### src/rtl/port_alloc.sv
// Two-stage oldest-first port allocator for a 4-input deflection router.
// Macro PORT_ALLOC_OLDEST_FIRST_EN enables age-based ranking; otherwise fixed priority (input 0 first).
module port_alloc #(
    parameter int AGE_W  = 8,
    parameter int NUM_IN = 4
) (
    input  logic                      clk,
    input  logic                      reset,
    input  logic [NUM_IN-1:0]         in_valid,
    input  logic [NUM_IN*AGE_W-1:0]   in_age,
    input  logic [NUM_IN*5-1:0]       in_prod,
    input  logic                      defl_clr,
    output logic [NUM_IN-1:0]         out_valid,
    output logic [NUM_IN*5-1:0]       out_alloc,
    output logic [NUM_IN-1:0]         out_defl,
    output logic [15:0]               defl_cnt
);

    localparam int RANK_W = $clog2(NUM_IN);

    // An all-zero age mask makes every age tie, so ranking falls back to input index.
`ifdef PORT_ALLOC_OLDEST_FIRST_EN
    localparam logic [AGE_W-1:0] AGE_MASK = {AGE_W{1'b1}};
`else
    localparam logic [AGE_W-1:0] AGE_MASK = {AGE_W{1'b0}};
`endif

    logic [NUM_IN-1:0]       r_valid;
    logic [NUM_IN*AGE_W-1:0] r_age;
    logic [NUM_IN*5-1:0]     r_prod;

    logic [NUM_IN-1:0]       r_out_valid;
    logic [NUM_IN*5-1:0]     r_out_alloc;
    logic [NUM_IN-1:0]       r_out_defl;
    logic [15:0]             r_defl_cnt;

    logic [RANK_W-1:0]       w_rank [NUM_IN];
    logic [NUM_IN*5-1:0]     w_alloc;
    logic [NUM_IN-1:0]       w_defl;
    logic [2:0]              w_defl_pop;
    logic [16:0]             w_cnt_sum;

    always_ff @(posedge clk or posedge reset) begin
        if (reset) begin
            r_valid <= '0;
            r_age   <= '0;
            r_prod  <= '0;
        end else begin
            r_valid <= in_valid;
            r_age   <= in_age;
            r_prod  <= in_prod;
        end
    end

    // Rank = number of valid flits that beat this one (older, or same age and lower index).
    always_comb begin
        for (int i = 0; i < NUM_IN; i++) begin
            w_rank[i] = '0;
            for (int j = 0; j < NUM_IN; j++) begin
                if (j != i && r_valid[j]) begin
                    if (((r_age[j*AGE_W +: AGE_W] & AGE_MASK) > (r_age[i*AGE_W +: AGE_W] & AGE_MASK)) ||
                        (((r_age[j*AGE_W +: AGE_W] & AGE_MASK) == (r_age[i*AGE_W +: AGE_W] & AGE_MASK)) && (j < i))) begin
                        w_rank[i] = w_rank[i] + RANK_W'(1);
                    end
                end
            end
        end
    end

    always_comb begin : alloc
        logic [4:0] v_free;
        logic [4:0] v_cand;
        logic [4:0] v_gnt;
        w_alloc = '0;
        w_defl  = '0;
        v_free  = 5'b11111;
        v_cand  = '0;
        v_gnt   = '0;
        for (int k = 0; k < NUM_IN; k++) begin
            for (int i = 0; i < NUM_IN; i++) begin
                if (r_valid[i] && (w_rank[i] == RANK_W'(k))) begin
                    v_cand = r_prod[i*5 +: 5] & v_free;
                    if (v_cand != 5'b0) begin
                        v_gnt = v_cand & (~v_cand + 5'd1);
                    end else begin
                        // At most 3 earlier flits, so a network port is always left.
                        v_cand    = v_free & 5'b11110;
                        v_gnt     = v_cand & (~v_cand + 5'd1);
                        w_defl[i] = 1'b1;
                    end
                    w_alloc[i*5 +: 5] = v_gnt;
                    v_free = v_free & ~v_gnt;
                end
            end
        end
    end

    always_comb begin
        w_defl_pop = '0;
        for (int i = 0; i < NUM_IN; i++) begin
            w_defl_pop = w_defl_pop + {2'b00, w_defl[i]};
        end
        w_cnt_sum = {1'b0, r_defl_cnt} + {14'd0, w_defl_pop};
    end

    always_ff @(posedge clk or posedge reset) begin
        if (reset) begin
            r_out_valid <= '0;
            r_out_alloc <= '0;
            r_out_defl  <= '0;
            r_defl_cnt  <= '0;
        end else begin
            r_out_valid <= r_valid;
            r_out_alloc <= w_alloc;
            r_out_defl  <= w_defl;
            if (defl_clr) begin
                r_defl_cnt <= '0;
            end else if (w_cnt_sum[16]) begin
                r_defl_cnt <= 16'hFFFF;
            end else begin
                r_defl_cnt <= w_cnt_sum[15:0];
            end
        end
    end

    assign out_valid = r_out_valid;
    assign out_alloc = r_out_alloc;
    assign out_defl  = r_out_defl;
    assign defl_cnt  = r_defl_cnt;

endmodule
### config.mk
export PLATFORM = sky130hd
export DESIGN_NAME = port_alloc
export DESIGN_NICKNAME = d
export VERILOG_FILES = /design/src/rtl/port_alloc.sv
export SDC_FILE = /design/constraint.sdc
export NUM_CORES = 1
export LEC_CHECK = 0
export CORE_ASPECT_RATIO = 0.5
export CORE_MARGIN = 5
export CORE_UTILIZATION = 40
export DETAILED_ROUTE_END_ITERATION = 8
export GPL_ROUTABILITY_DRIVEN = 0
export GPL_TIMING_DRIVEN = 0
export RECOVER_POWER = 50
export SLEW_MARGIN = 20
export SYNTH_ARGS = -nofsm -noshare
export SYNTH_HDL_FRONTEND = slang
export SYNTH_SLANG_ARGS = --single-unit
### constraint.sdc
create_clock -name clk -period 16.25 [get_ports clk]
set_input_delay 4.0625 -clock clk [delete_from_list [all_inputs] [get_ports clk]]
set_output_delay 4.0625 -clock clk [all_outputs]
set_load 0.05 [all_outputs]
==> reports/qor.yml <==
status: "complete, but fails checks"
violations: "capacitance limit, slew limit"
clockBufferDepth: 2
vias_per_cell: 6.08
die_y_um: 89.2
path_buf_inv: 8
synth_cells: 587
min_delay_path_depth: 0
place_inst: 822
place_area_um2: 5940
postSynthAreaPerCell_um2: 8.55
cts_setup_buffers: 0
clkSlewWorstSetupHoldPaths_ns: 0.06
io_pins: 103
async_flop_share_pct: 100
syn2layout_area_growth_pct: 23.7
placementRows: 28
grt_max_degree: 36
fmax_mhz: 94.6
final_area_um2: 6200
grt_usage_pct: 21.7
synth_top_cell_area_share_pct: 33.9
peakVddDrop_mv: 0.0510
grt_pass1_vias: 4811
cp_max_fo: 10
core-area_um2: 12100
synth_compound_area_share_pct: 34.2
nets: 736
min_period_ns: 10.57
endpoint: "defl_cnt[13]"
period_share_pct: 65.1
grt_pass1_wl_um: 25800
hpwl_um: 12400
rsz0062_at_grt: "no"
antenna_found_initial: 2
slowest_stage: "a31oi_1"
hp-class: "flop to flop"
crit_required_ns: 16.44
yosysSeqAreaShare_pct: 33.9
power.leakage_nw: 2.47
critPathLaunchType: "flop"
ant_nets: 0
cp.arrival_ns: 10.77
nFillCells: 1192
drt-total-wl_um: 16000
reg2reg_slack_ns: 5.68
worst_clock_skew_ns: 0.00750
hold_buffers: 0
finalSetupViolations: 0
cts_buffers: 9
cts.sinks: 68
clkLatencyLatePin_ns: 0.34
finalHoldViolations: 0
r2r_cells: 37
synth_top_area_cell: "dfrtp_1"
drt_drc_violations_left: 0
synth_edf_count: 0
synthMuxAreaShare_pct: 0.599
wl_per_cell_um: 19.1
synthAdderAreaFrac_pct: 2.89
drv_cap: 2
crit_cells: 37
cpPeakStageDelay_ns: 0.59
worst_r2r_startpoint: "r_valid[0]"
synthesis.nets: 655
fin_setup_tns_ns: 0
crit_start: "r_valid[0]"
vias: 5098
drt_iter0_markers: 482
root_buffer: "clkbuf_16"
netlist_area_um2: 5020
path_class: "flop to flop"
synthSimpleGateAreaFrac_pct: 22.6
cts_tree: "done"
synthDistinctLibCells: 82
cp_top_family: "compound AO/OA/AOI/OAI gates"
start_util_pct: 41.6
fp.dieArea_um2: 15000
cp-end-kind: "flop"
grt_overflow: 0
dr.pass1.iters: 5
drive_gt1_share_pct: 6.69
ys_top_cells_by_area: "dfrtp_1, nand2_1, a21oi_1"
tightest_slew_ns: 1.89
utilization_pct: 51.5
cts.repair.resized: 0
cpMostUsedCell: "clkbuf_1"
worstReg2RegEnd: "defl_cnt[13]"
synthXorXnorAreaFrac_pct: 1.92
p_per_area_nw_per_um2: 86.6
port_buffers: 69
cts_max_level: 3
ys.flop_type: "dfrtp_1"
yosysWarnings: 0
die_width_um: 168
synth_top_family_by_area: "compound AO/OA/AOI/OAI gates"
stdcell_count: 839
max_slew_margin_pct: -26.3
drv_slew: 71
synth_seq_cells: 68
## state kept, by name, summed over array words and instances, names as in the netlist
name and count:
out_alloc 20, r_prod 20, defl_cnt 16, out_defl 4, out_valid 4, r_valid 4
## area by class of cell
cell class	count	area, um^2	share of cell area (%)
timing repair buffer	70	694	11.2
clock buffer	10	229	3.69
antenna	1	2.50	0.0403
clock inverter	6	88.8	1.43
buffer	21	86.3	1.39
multi-input combinational	471	3090	49.8
sequential	68	1700	27.4
tap	165	206	3.33
inverter	27	103	1.65
## worst register-to-register path: cells and delay by family (launching register included)
kind                       cells  cell delay [ns]
AOI/OAI and AO/OA             13             4.30
and+or+nand+nor               12             2.50
buffers and inverters          8             1.81
adders and majority gates      4             1.43
DFF                            1             0.40
## metrics by stage
stage	hold slack (ns)	setup slack (ns)	power, mW
floorplan	0.365	8.05	0.284
global placement	0.379	6.30	0.324
detailed placement	0.383	6.24	0.326
CTS	0.398	6.20	0.544
global route	0.425	4.97	0.564
finish	0.401	5.68	0.537
## synthesized netlist by cell type (all sizes together) (5+ instances only)
library cell and n:
dfrtp 68, nand2 65, a21oi 42, o21ai 34
nor2 33, nand3 31, inv 27, a31oi 24
and2 21, clkbuf 17, nor3 13, o211ai 13
o31ai 13, a211oi 10, a21boi 10, o21a 9
a21o 8, nand4 8, a31o 7, or3 7
a32oi 6, ha 6, nand2b 6, xor2 6
and3 5, nor2b 5, nor4 5, xnor2 5
## cells in the final DEF (no fill, tap or decap), types with 7 or more instances in the layout
cell type        count
inv_1               26
a21boi_0             7
a21oi_1             39
dlygate4sd3_1       25
nor2_1              33
a211oi_1             7
o31ai_1             13
o21a_1               9
a31o_2               7
and2_1              17
a21o_1               8
nand2_1             65
o211ai_1            13
o21ai_0             26
o21ai_1              7
a31oi_1             21
nor3_1              13
nand3_1             31
nand4_1              8
clkbuf_1            20
clkdlybuf4s50_1     44
clkbuf_16            9
dfrtp_1             68
## cells by family after synthesis
family,after synthesis
AO/OA/AOI/OAI,228
buffers and inverters,48
AND/OR/NAND/NOR,219
XOR/XNOR,11
flip-flops,68
adder cells (fa/ha/maj),10
multiplexers,3
## how the worst min path moves through the flow
stage | end | slack (ns) | from
2_1_floorplan | out_valid[2] | 0.36 | r_valid[2]
3_3_place_gp | out_valid[2] | 0.38 | r_valid[2]
3_5_place_dp | out_valid[2] | 0.38 | r_valid[2]
4_1_cts | out_valid[2] | 0.40 | r_valid[2]
5_1_grt | out_valid[2] | 0.43 | r_valid[2]
6_report | out_valid[2] | 0.40 | r_valid[2]
## report_power, final
part | internal, mW | switching [mW] | total [mW] | leakage (nW)
Combinational | 0.0461 | 0.0960 | 0.142 | 1.44
Clock | 0.134 | 0.0791 | 0.214 | 0.149
Sequential | 0.177 | 0.00473 | 0.182 | 0.876
## routing by layer
| layer | GRT usage, % | vias up | wire length [um] |
|---|---|---|---|
| met1 | 30.3 | 2474 | 7580 |
| li1 | - | 2400 | - |
| met4 | 4.57 | 2 | 163 |
| met3 | 6.36 | 18 | 1370 |
| met2 | 34.0 | 204 | 6860 |
| met5 | 0 | - | 13 |
Note: power is estimated with default switching activity, not from simulation.
